## src/rtl/inv_uart_rx.sv

```systemverilog
// Inverted-polarity UART receiver, 8 data bits, no parity, one stop bit.
// The serial line idles low, the start bit is high, data bits arrive inverted
// (LSB first) and the stop bit is low. Each bit is sampled once at its middle,
// timed by a bit timer running from a single clock. Reset is synchronous and
// active-high.
module inv_uart_rx #(
    parameter int CLKS_PER_BIT = 16
) (
    input  logic       clk,
    input  logic       rst,
    input  logic       ena,
    input  logic       rx_in,
    output logic [7:0] data_out,
    output logic       data_valid,
    output logic       frame_err,
    output logic       busy
);

    // The timer only has to count to CLKS_PER_BIT-1, so its width follows that
    // terminal value. CLKS_PER_BIT is expected to be even and at least 4, so
    // the half-bit terminal value is an exact midpoint.
    localparam int TIMER_W = (CLKS_PER_BIT > 2) ? $clog2(CLKS_PER_BIT) : 1;

    localparam logic [TIMER_W-1:0] TIMER_ZERO = {TIMER_W{1'b0}};
    localparam logic [TIMER_W-1:0] TIMER_ONE  = TIMER_W'(1);
    localparam logic [TIMER_W-1:0] HALF_LAST  = TIMER_W'(CLKS_PER_BIT / 2 - 1);
    localparam logic [TIMER_W-1:0] FULL_LAST  = TIMER_W'(CLKS_PER_BIT - 1);

    typedef enum logic [1:0] {
        IDLE  = 2'd0,
        START = 2'd1,
        DATA  = 2'd2,
        STOP  = 2'd3
    } state_t;

    // Two-flop synchronizer for the asynchronous serial line.
    logic sync1_r;
    logic rx_s_r;

    // Receiver state.
    state_t             state_r;
    logic [TIMER_W-1:0] timer_r;
    logic [2:0]         bit_idx_r;
    logic [7:0]         shift_r;

    // Registered outputs.
    logic [7:0] data_out_r;
    logic       data_valid_r;
    logic       frame_err_r;
    logic       busy_r;

    // Sample points: middle of the start bit, then one full bit period apart.
    logic half_done_s;
    logic full_done_s;

    assign half_done_s = (timer_r == HALF_LAST);
    assign full_done_s = (timer_r == FULL_LAST);

    // Bring rx_in into the clk domain; only the second flop is ever used.
    always_ff @(posedge clk) begin
        if (rst) begin
            sync1_r <= 1'b0;
            rx_s_r  <= 1'b0;
        end else begin
            sync1_r <= rx_in;
            rx_s_r  <= sync1_r;
        end
    end

    // Receiver FSM: start detection, mid-bit sampling, stop check, output pulses.
    always_ff @(posedge clk) begin
        if (rst) begin
            state_r      <= IDLE;
            timer_r      <= TIMER_ZERO;
            bit_idx_r    <= 3'd0;
            shift_r      <= 8'h00;
            data_out_r   <= 8'h00;
            data_valid_r <= 1'b0;
            frame_err_r  <= 1'b0;
            busy_r       <= 1'b0;
        end else begin
            // Pulses last exactly one cycle unless re-asserted below.
            data_valid_r <= 1'b0;
            frame_err_r  <= 1'b0;

            if (!ena) begin
                // Drop any partial frame; data_out keeps the last good byte.
                state_r   <= IDLE;
                timer_r   <= TIMER_ZERO;
                bit_idx_r <= 3'd0;
                busy_r    <= 1'b0;
            end else begin
                case (state_r)
                    IDLE: begin
                        timer_r   <= TIMER_ZERO;
                        bit_idx_r <= 3'd0;
                        if (rx_s_r) begin
                            state_r <= START;
                            busy_r  <= 1'b1;
                        end else begin
                            busy_r  <= 1'b0;
                        end
                    end

                    START: begin
                        if (half_done_s) begin
                            timer_r   <= TIMER_ZERO;
                            bit_idx_r <= 3'd0;
                            if (rx_s_r) begin
                                // Start bit still present at its middle: genuine frame.
                                state_r <= DATA;
                                shift_r <= 8'h00;
                            end else begin
                                // Too short to be a start bit; treat as a glitch.
                                state_r <= IDLE;
                                busy_r  <= 1'b0;
                            end
                        end else begin
                            timer_r <= timer_r + TIMER_ONE;
                        end
                    end

                    DATA: begin
                        if (full_done_s) begin
                            timer_r            <= TIMER_ZERO;
                            // Line carries inverted data; restore true polarity.
                            shift_r[bit_idx_r] <= ~rx_s_r;
                            if (bit_idx_r == 3'd7) begin
                                state_r   <= STOP;
                                bit_idx_r <= 3'd0;
                            end else begin
                                bit_idx_r <= bit_idx_r + 3'd1;
                            end
                        end else begin
                            timer_r <= timer_r + TIMER_ONE;
                        end
                    end

                    STOP: begin
                        if (full_done_s) begin
                            timer_r <= TIMER_ZERO;
                            state_r <= IDLE;
                            busy_r  <= 1'b0;
                            if (!rx_s_r) begin
                                data_out_r   <= shift_r;
                                data_valid_r <= 1'b1;
                            end else begin
                                frame_err_r  <= 1'b1;
                            end
                        end else begin
                            timer_r <= timer_r + TIMER_ONE;
                        end
                    end

                    default: begin
                        state_r   <= IDLE;
                        timer_r   <= TIMER_ZERO;
                        bit_idx_r <= 3'd0;
                        busy_r    <= 1'b0;
                    end
                endcase
            end
        end
    end

    assign data_out   = data_out_r;
    assign data_valid = data_valid_r;
    assign frame_err  = frame_err_r;
    assign busy       = busy_r;

endmodule

```

## config.mk

```make
export PLATFORM = sky130hd
export DESIGN_NAME = inv_uart_rx
export DESIGN_NICKNAME = d
export VERILOG_FILES = /design/src/rtl/inv_uart_rx.sv
export SDC_FILE = /design/constraint.sdc
export NUM_CORES = 1
export LEC_CHECK = 0
export CAP_MARGIN = 20
export CORE_ASPECT_RATIO = 1.2
export CORE_UTILIZATION = 55
export CTS_CLUSTER_DIAMETER = 80
export DETAILED_ROUTE_END_ITERATION = 8
export DONT_BUFFER_PORTS = 1
export GPL_ROUTABILITY_DRIVEN = 0
export PLACE_DENSITY_LB_ADDON = 0.1
export SYNTH_ARGS = -nofsm -noshare
export SYNTH_HDL_FRONTEND = slang
export SYNTH_SLANG_ARGS = --single-unit
```

## constraint.sdc

```tcl
create_clock -name clk -period 2 [get_ports clk]
set_clock_uncertainty 0.15 [all_clocks]
set_input_delay 0.5 -clock clk [delete_from_list [all_inputs] [get_ports clk]]
set_output_delay 0.5 -clock clk [all_outputs]
set_load 0.01 [all_outputs]
```

==> results of run 1 <==
-- critical path, delay by kind of cell, from the launching register on --
family          cells  cell delay [ns]
compound gates      1             0.19
fa+ha+maj           1             0.31
flops               1             0.37
simple gates        3             0.74
-- cell families (layout without fill, tap and decap cells) --
group,count (synthesis),in the layout,synth area share (%)
xor gates and xnor gates,2,2,1.255
DFF,30,30,43.01
buffers and inverters,20,23,5.735
adders and majority gates,3,3,2.688
and+or+nand+nor,58,58,24.19
AOI/OAI and AO/OA,32,32,16.58
muxes,9,9,6.541
-- layer usage --
| layer | up-vias | part of all wire, % | track usage (%) |
|---|---|---|---|
| met1 | 527 | 42 | 27.22 |
| met3 | 9 | 3.2 | 7.278 |
| li1 | 555 | - | - |
| met2 | 24 | 52 | 39.38 |
| met4 | 0 | 2.7 | 12.70 |
| met5 | - | 0 | 0 |
-- flip-flops by register name, indices dropped and copies added, names as in the netlist, named ones only --
signal and flops:
sync1_r 1, bit_idx_r 3, frame_err 1, shift_r 8, data_valid 1, timer_r 4
data_out 8, busy 1, rx_s_r 1, state_r 1
-- power breakdown --
part | leakage (nW) | total, mW | internal, mW | switching [mW]
Combinational | 0.253 | 0.0228 | 0.00952 | 0.0132
Sequential | 0.242 | 0.602 | 0.600 | 0.00200
Clock | 0.0353 | 0.372 | 0.170 | 0.202
Total | 0.530 | 0.996 | 0.779 | 0.217
-- final timing paths --
path / startpoint / end / slack (ns) / cells past startpoint
worst min-delay path: rst / data_out[5] / 0.08 / 1
worst max register to register: timer_r[0] / shift_r[7] / 0.17 / 5
worst max-delay path: timer_r[0] / shift_r[7] / 0.17 / 5
worst min register to register: sync1_r / rx_s_r / 0.30 / 1
-- metrics by stage --
step                area [um2]  util, %  worst slack (ns)
CTS                       1494    63.48            0.1711
finish                    1494    63.48            0.1731
global route              1494    63.48           0.02985
floorplan                 1396        -            0.2747
global placement          1434    60.93            0.2657
detailed placement        1434    60.93            0.1906
-- final cells by class --
| cell class | count | area, um2 | share of cell area [%] |
|---|---|---|---|
| inverter | 9 | 33.78 | 2.261 |
| sequential | 30 | 600.6 | 40.20 |
| clock buffer | 7 | 55.05 | 3.685 |
| clock inverter | 1 | 5.005 | 0.3350 |
| multi-input combinational | 104 | 715.7 | 47.91 |
| tap | 31 | 38.79 | 2.596 |
| timing repair buffer | 6 | 45.04 | 3.015 |
-- cell usage in the layout, fill, tap and decap left out, types with 3 or more instances in the layout --
cell,netlist,final
a21oi_1,6,6
nor2_1,19,19
nor3b_1,5,5
dfxtp_1,30,30
ha_1,3,3
nor2b_1,5,5
mux2i_1,8,8
nor3_1,6,6
clkbuf_4,0,5
o221ai_1,3,3
buf_4,0,6
o21ai_0,5,5
nand2_1,8,8
inv_1,9,9
==> out/qor.yml, run 1 <==
run_status:
  status: "finished clean"
cells_and_area:
  fin_cells: 188
  drive_above_1_share_pct: 11.46
  antenna_cells: 0
  nFillCells: 217
  nets: 163
  syn_to_final_growth_pct: 6.989
sta:
  hold_viol_final: 0
  hold_ws_ns: 0.08331
  worstMarginPinSlew_ns: 0.4764
  finalSetupTns_ns: 0
  finalMaxSlewViolations: 0
  period_needed_ns: 1.827
  rsz0062_at_grt: "false"
  relSlewSlack_pct: 68.19
  clock.fmax_mhz: 547.4
  finalSetupViolations: 0
  finalCritPeriodShare_pct: 91.34
floorplanning:
  fp.coreArea_mm2: 0.002354
  dieArea_mm2: 0.002745
  dieHeight_um: 57.20
  io-pin-count: 15
  rows: 19
  die_w_um: 48.00
  start_util_pct: 59.33
synth:
  yosysMostFrequentCell: "dfxtp_1"
  synth-edff-count: 0
  ys_seq_area_share_pct: 43.01
  netlist.area_leader.share_pct: 43.01
  synthTopCellsByArea: "dfxtp_1 (43%), mux2i_1 (5.7%), nor2_1 (5.1%)"
  synth.distinct_cells: 39
  synth-main-ff-cell: "dfxtp_1"
  netlist_instances: 154
  synthArstFlopShare_pct: 0
  avgSynthCellArea_um2: 9.067
  synthTopCellsByCount: "dfxtp_1 (30), nor2_1 (19), inv_1 (9), mux2i_1 (8), nand2_1 (8)"
  yosys_register_bits: 30
  ys_warn_count: 0
  synth_nets: 161
  yosys.area.top_type: "dfxtp_1"
  syn_area_mm2: 0.001396
cts:
  htree_levels: 2
  numCtsBuffers: 5
  path_clk_slew_ns: 0.09
  post_cts_buffers: 0
  cts_buffer_depth: 2
  clockRootBuffer: "clkbuf_4"
  cts.sinks: 30
  ctsResizeCount: 0
  holdBufCountCts: 0
  insertion_delay_ns: 0.32
  cts_tree: "built"
power_and_ir_drop:
  leakage_nw: 0.5301
  p_per_area_mw_per_mm2: 666.8
  vdd_drop_max_mv: 0.5015
  power.total_mw: 0.9962
critical_path:
  cp_slowest_cell: "nor4_4"
  path_max_fanout: 6
  cp.arrival_ns: 1.92
  start_kind: "flop"
  worstSetupPathType: "reg2reg"
  required_ns: 2.10
  slowest_delay_ns: 0.40
  path_cells: "ha_1 -> nand4_4 -> nor4_4 -> nand2_1 -> o221ai_1"
  crit_path_end_kind: "flop"
route:
  vias_per_cell: 5.931
  ant_nets: 0
  drtIter0Drc: 24
  wirelength_um: 2800
  wl_per_cell_um: 14.89
  drc_errors: 0
  firstDrtPassIters: 4
  vias: 1115
hold_path:
  hp-class: "in2reg"
grt:
  grt_pass1_vias: 1095
  globalRouteOverflowTotal: 0
  grt_antenna_before_repair: 0
  grt_pass1_wl_um: 4705
  grt_usage_pct: 24.24
  grt_max_degree: 17
flow_run:
  cap_violations: 0
placement:
  port-buffer-count: 0
  dp_cells: 180
  place_hpwl_um: 1970
No activity file was read; power rests on OpenSTA's default activity.
==> run 2: changes to the inputs <==
Settings changed: ABC_CLOCK_PERIOD_IN_PS set to 2000, SLEW_MARGIN set to 20.
==> results of run 2 <==
Same layout as run 1: the final DEF is identical, and so are final timing and power.
